`src/rtl/alu_result_fifo.sv`:
```
// alu_result_fifo: first-word fall-through FIFO for ALU results with overflow statistics.
// Define ALU_PARITY_CHECK_EN to build the sticky parity checker on pushed results.
module alu_result_fifo #(
   parameter int DEPTH = 4,
   parameter int CNT_W = 8
) (
   input  logic                       clk,
   input  logic                       rst_n,
   input  logic                       in_valid,
   output logic                       in_ready,
   input  logic [7:0]                 y,
   input  logic                       parity,
   input  logic                       overflow,
   input  logic                       greater,
   input  logic                       is_eq,
   input  logic                       less,
   output logic                       out_valid,
   input  logic                       out_ready,
   output logic [12:0]                out_data,
   output logic [$clog2(DEPTH):0]     count,
   output logic [CNT_W-1:0]           ovf_cnt,
   output logic                       ovf_seen,
   input  logic                       clr_stats,
   output logic                       parity_err
);
   localparam int AW = $clog2(DEPTH);
   logic [12:0] mem [DEPTH];
   logic [AW:0] wr_ptr, rd_ptr;
   logic        push, pop, full, empty;
   assign empty     = wr_ptr == rd_ptr;
   assign full      = (wr_ptr[AW-1:0] == rd_ptr[AW-1:0]) && (wr_ptr[AW] != rd_ptr[AW]);
   assign in_ready  = !full;
   assign out_valid = !empty;
   assign push      = in_valid && in_ready;
   assign pop       = out_valid && out_ready;
   assign out_data  = mem[rd_ptr[AW-1:0]];
   assign count     = wr_ptr - rd_ptr;
   // storage is deliberately left out of reset
   always_ff @(posedge clk)
      if (push) mem[wr_ptr[AW-1:0]] <= {less, is_eq, greater, overflow, parity, y};
   always_ff @(posedge clk or negedge rst_n)
      if (!rst_n) begin
         wr_ptr   <= '0;
         rd_ptr   <= '0;
         ovf_cnt  <= '0;
         ovf_seen <= 1'b0;
      end else begin
         if (push) wr_ptr <= wr_ptr + 1'b1;
         if (pop) rd_ptr <= rd_ptr + 1'b1;
         if (clr_stats) begin
            ovf_cnt  <= '0;
            ovf_seen <= 1'b0;
         end else if (push && overflow) begin
            ovf_cnt  <= &ovf_cnt ? ovf_cnt : ovf_cnt + 1'b1;
            ovf_seen <= 1'b1;
         end
      end
`ifdef ALU_PARITY_CHECK_EN
   always_ff @(posedge clk or negedge rst_n)
      if (!rst_n) parity_err <= 1'b0;
      else if (clr_stats) parity_err <= 1'b0;
      else if (push && ((^y) != parity)) parity_err <= 1'b1;
`else
   assign parity_err = 1'b0;
`endif
endmodule

```
`config.mk`:
```
export PLATFORM = sky130hd
export DESIGN_NAME = alu_result_fifo
export DESIGN_NICKNAME = d
export VERILOG_FILES = /design/src/rtl/alu_result_fifo.sv
export SDC_FILE = /design/constraint.sdc
export NUM_CORES = 1
export LEC_CHECK = 0
export CORE_ASPECT_RATIO = 1.1
export CORE_MARGIN = 4
export CORE_UTILIZATION = 40
export DETAILED_ROUTE_END_ITERATION = 12
export GPL_TIMING_DRIVEN = 1
export HOLD_SLACK_MARGIN = 0.1
export MAX_ROUTING_LAYER = met4
export PLACE_DENSITY = 0.65
export SYNTH_ARGS = -nofsm -noshare
export SYNTH_HDL_FRONTEND = slang
export SYNTH_SLANG_ARGS = --single-unit
```
`constraint.sdc`:
```
create_clock -name clk -period 6.2 [get_ports clk]
set_input_delay 0.62 -clock clk [delete_from_list [all_inputs] [get_ports clk]]
set_output_delay 0.62 -clock clk [all_outputs]
set_load 0.005 [all_outputs]
```
==> summary.txt, run 1 <==
Drt via density: 5.201
Crit. End Element: output pin
Crit path required time: 5.58 ns
GR Overflow Total: 0
MaxCap Viol Count: 0
First-pass GRT wire length: 8314 um
Final hold slack: 0.5220 ns
Post-synthesis sequential area ratio: 0.6898
Fillers: 562
Clock transition at path regs: 0.07 ns
Die Span X: 87.88 um
DP HPWL: 3402 um
Mean Syn Cell Area: 17.44 um2
Mapped Area: 2808 um2
Leak: 0.001236 uW
Flip-flop and latch area: 1937 um2
Antenna Cells: 0
Synth top cells by count: 52 x edfxtp_1, 15 x dfrtp_1, 13 x mux4_2
Detail Route Antenna Nets: 0
Worst-path fanout max: 16
1st-iter DRT viols: 64
Vias in the first global route: 1648
Clk_lat worst skew: 0.34 ns
Core ar.: 6710 um2
FF+latch count, synth: 67
Post-CTS Setup Inserts: 0
EDFF count, synth: 52
Distinct cells, synth: 34
Cells after Synth: 161
Total GRT Usage: 0.1393
Final TNS setup: 0 ns
Worst Hold Class: flip-flop to flip-flop
Fin. Hold Viols: 0
Final setup viols: 0
Core Util, Final: 0.5314
TritonCTS clock tree: done
Post-CTS sizing: 0
Cell Rows: 31
Worst Path Arrival: 2.59 ns
Initial antenna violation count: 0
Top cell type's share of synthesized area: 0.5561
Initial Utilization: 0.4184
# DRC: 0
Main synth FF type: edfxtp_1
Final period util: 0.5177
Worst vdd ir: 395.4 uV
RePlAce Congestion: 0.7523
Total wire length: 5183 um
Asr flop ratio synth: 0.2239
PwrDens: 471.5 nW/um2
IO Port Bufs: 44
Area delta synth->final: 27.01%
Syn. warnings: 0
CTS Sinks: 67
Slew @ Worst Pin: 0.9438 ns
Status: finished clean
Area of the multi-input gates: 823.3 um2
Pin count of the biggest net entering global routing: 18
Proportion of layout cells with a drive suffix above 1: 0.1620
# H-tree levels: 3
Most frequent cell after synthesis: edfxtp_1
CTS Hold Bufs: 0
Syn_nets: 188
Synth area leader: edfxtp_1
Fin crit period: 3.210 ns
Max_slew headroom: 0.3708
TritonRoute pass-1 iters: 3
Ranking of synthesized cells by area: edfxtp_1 56%, dfrtp_1 13%, mux4_2 10%
CTS Buf Count: 9
Clock Tree Buf Depth: 2
Routed WL per cell: 17.39 um
Max Clk Rate: 311.5 MHz
Worst Skew: 0.01107 ns
Die area: 8425 um2
Crit path kind: flip-flop to output pin
Boundary Pins: 46
NumNets Final: 238
CP Launch Type: flip-flop
Clock Tree Root: clkbuf_8
Via count: 1550
Die Ht: 95.87 um
RSZ-0062 raised after global routing: false
Max-slew violation total from the final report: 0
[routing by layer]
| metal | global-route usage | wire, um | vias to the layer above |
|---|---|---|---|
| li1 | - | - | 717 |
| met1 | 0.1663 | 2306 | 783 |
| met2 | 0.2198 | 2519 | 44 |
| met3 | 0.04709 | 287 | 6 |
| met4 | 0.05243 | 68 | 0 |
| met5 | - | 0 | - |
[placed cells by master, fill, tap and decap left out, drive strengths merged, types with 6 or more instances in the layout]
cell type       n
dfrtp          15
inv             6
mux4           13
nand2           7
a21oi           6
edfxtp         52
clkdlybuf4s50  44
clkbuf          9
ha              8
[kinds of logic after synthesis]
logic type,Yosys count,share of synthesized area
other,1,0.001336
XOR/XNOR,6,0.02540
AO/OA/AOI/OAI,17,0.04234
adder cells (fa/ha/maj),9,0.04278
flip-flops,67,0.6898
buffers and inverters,11,0.01694
multiplexers,16,0.1159
AND/OR/NAND/NOR,34,0.06551
[through the flow]
stage / setup slack, ns / cells / area [um2] / total power, uW
after floorplan: 3.872 / 161 / 2808 / 980.8
after global placement: 3.294 / 282 / 3326 / 1261
after detailed placement: 3.298 / 282 / 3326 / 1271
after CTS: 2.915 / 298 / 3566 / 1707
after global routing: 2.768 / 298 / 3566 / 1785
final: 2.990 / 298 / 3566 / 1681
[area by class of cell]
class                      instances  share of cell area
clock buffer                       9             0.03474
clock inverter                     7             0.03263
inverter                           6            0.006316
multi-input combinational         83              0.2309
sequential                        67              0.5432
tap                               82             0.02877
timing repair buffer              44              0.1235
[sequential cells by signal (all words and copies together) (netlist names)]
signal    count
rd_ptr        3
ovf_seen      1
wr_ptr        3
ovf_cnt       8
mem          52
[worst paths after layout]
kind | cells after the start | from | end | slack (ns)
max | 4 | rd_ptr[0] | count[1] | 2.99
min | 2 | ovf_seen | ovf_seen | 0.52
max reg2reg | 4 | rd_ptr[0] | mem[0][7] | 3.40
min reg2reg | 2 | ovf_seen | ovf_seen | 0.52
max in group asynchronous | 1 | rst_n | wr_ptr[0] | 5.06
min in group asynchronous | 1 | rst_n | ovf_cnt[5] | 0.69
[critical path: stages, from the launching register on]
cell and delay, ns:
dfrtp_1 0.96, ha_1 0.30, fa_1 0.42, inv_1 0.07, clkdlybuf4s50_1 0.50
[where the power goes]
part           leakage, uW  switching [uW]  internal, uW  total (uW)
combinational     0.000455             224           346         570
sequential        0.000671            86.1           595         681
clock             0.000109             165           266         431
Note: power is estimated with default switching activity, not from simulation.
==> run 2, diff against run 1 <==
Settings changed: PLACE_DENSITY 0.65 to 0.67.
Clock period 6.2 ns to 2.63 ns, I/O delays scaled along.
==> summary.txt, run 2 (same netlist as run 1, synthesis figures left out) <==
Clock Tree Root: clkbuf_8 (unchanged)
Crit path buf inv count: 2 (unchanged)
Die Span X: 87.88 um (unchanged)
Proportion of layout cells with a drive suffix above 1: 0.1830 (was 0.1620)
Slew @ Worst Pin: 0.7046 ns (was 0.9438 ns)
Final period util: 0.9122
CP Launch Type: flip-flop (unchanged)
Cell Rows: 31 (unchanged)
Vias in the first global route: 1608 (was 1648)
IO Port Bufs: 44 (unchanged)
Worst Skew: 0.004922 ns (was 0.01107 ns)
DP HPWL: 3450 um (was 3402 um)
Post-route cell area: 3546 um2 (was 3566 um2)
Antenna Cells: 0 (unchanged)
Area of the multi-input gates: 823.3 um2 (unchanged)
Total wire length: 4970 um (was 5183 um)
1st-iter DRT viols: 50 (was 64)
Fin crit period: 2.399 ns
Status: finished clean (unchanged)
Flip-flop and latch area: 1937 um2 (unchanged)
Core Util, Final: 0.5284 (was 0.5314)
RePlAce Congestion: 0.8245 (was 0.7523)
TritonRoute pass-1 iters: 4 (was 3)
Critical-path cell list: inv_1 -> ha_1 -> fa_1 -> xnor2_1 -> clkdlybuf4s50_1 (was ha_1 -> fa_1 -> inv_1 -> clkdlybuf4s50_1)
TritonCTS clock tree: done (unchanged)
Crit path required time: 2.37 ns (was 5.58 ns)
Initial Utilization: 0.4184 (unchanged)
Final TNS setup: 0 ns (unchanged)
CTS Sinks: 67 (unchanged)
Via count: 1530 (was 1550)
Initial antenna violation count: 0 (unchanged)
Power, Total: 3710 uW (was 1681 uW)
CTS Hold Bufs: 0 (unchanged)
First-pass GRT wire length: 8004 um (was 8314 um)
MaxCap Viol Count: 0 (unchanged)
Total GRT Usage: 0.1345 (was 0.1393)
# DRC: 0 (unchanged)
Final worst-path setup slack: 0.2310 ns (was 2.990 ns)
Max-slew violation total from the final report: 0 (unchanged)
Dpl ws: 0.6019 ns (was 3.298 ns)
Die Ht: 95.87 um (unchanged)
Crit. End Element: output pin (unchanged)
Clock Tree Buf Depth: 2 (unchanged)
CTS Buf Count: 9 (unchanged)
Final setup viols: 0 (unchanged)
Post-CTS sizing: 0 (unchanged)
RSZ-0062 raised after global routing: false (unchanged)
Boundary Pins: 46 (unchanged)
Max reg flops: 52 (unchanged)
Worst vdd ir: 829.3 uV (was 395.4 uV)
Pin count of the biggest net entering global routing: 16 (was 18)
Post-CTS Setup Inserts: 0 (unchanged)
PwrDens: 1046 nW/um2 (was 471.5 nW/um2)
Fin. Hold Viols: 0 (unchanged)
Max_slew headroom: 0.5288 (was 0.3708)
Drt via density: 5.000 (was 5.201)
Worst-path fanout max: 4 (was 16)
Leak: 0.001245 uW (was 0.001236 uW)
Placed cell areas: 3386 um2 (was 3326 um2)
Die area: 8425 um2 (unchanged)
CP delay by family, top: buffers and inverters (was flip-flops)
Clock transition at path regs: 0.07 ns (about the same)
Detail Route Antenna Nets: 0 (unchanged)
Clk_lat worst skew: 0.33 ns (was 0.34 ns)
Routed WL per cell: 16.24 um (was 17.39 um)
CP max stage cell: clkdlybuf4s50_1 (was dfrtp_1)
Crit path kind: flip-flop to output pin (unchanged)
Max incr delay on CP: 0.53 ns (was 0.96 ns)
NumNets Final: 246 (was 238)
Fillers: 553 (was 562)
Worst Hold Class: primary input to async pin (was flip-flop to flip-flop)
# H-tree levels: 3 (unchanged)
Core ar.: 6710 um2 (unchanged)
Commonest non-fill, non-tap cell in the layout: edfxtp_1 (unchanged)
Area delta synth->final: 26.29% (was 27.01%)
Max Clk Rate: 416.8 MHz
GR Overflow Total: 0 (unchanged)
Worst Path Arrival: 2.14 ns (was 2.59 ns)
Commonest non-fill, non-tap cells in the layout: 52 x edfxtp_1, 44 x clkdlybuf4s50_1, 15 x dfrtp_1 (unchanged)
-- run 2: worst paths after layout --
| check | to | start | slack, ns | depth (start not counted) |
|---|---|---|---|---|
| worst max-delay path | count[2] | wr_ptr[0] | 0.23 | 5 |
| worst min-delay path | ovf_cnt[5] | rst_n | 0.36 | 1 |
| worst max register to register | mem[2][8] | wr_ptr[0] | 0.65 | 6 |
| worst min register to register | ovf_seen | ovf_seen | 0.51 | 2 |
| max in group asynchronous | ovf_cnt[6] | rst_n | 1.83 | 1 |
| min in group clk | ovf_seen | ovf_seen | 0.51 | 2 |
-- run 2: report_power, final --
part	switching (uW)	internal, uW
combinational	644	871
clock	361	332
sequential	101	1400
-- run 2: metal layers --
layer  part of all wire  GRT usage
met1               0.44     0.1666
met2               0.49     0.2098
met3              0.051    0.04538
met4              0.014    0.04220
met5                  0          -
-- run 2: final cells by class --
type	count	share of cell area
Sequential cell	67	0.5462
Clock inverter	6	0.009174
Inverter	6	0.006351
Timing Repair Buffer	52	0.1411
Clock buffer	10	0.03599
Multi-Input combinational cell	83	0.2322
Tap cell	82	0.02893
-- run 2: stage by stage --
step	std cells	hold WS [ns]
finish	306	0.3555
detailed placement	290	0.4986
global route	306	0.4046
floorplan	161	-0.03259
CTS	306	0.3757
global placement	290	0.4891
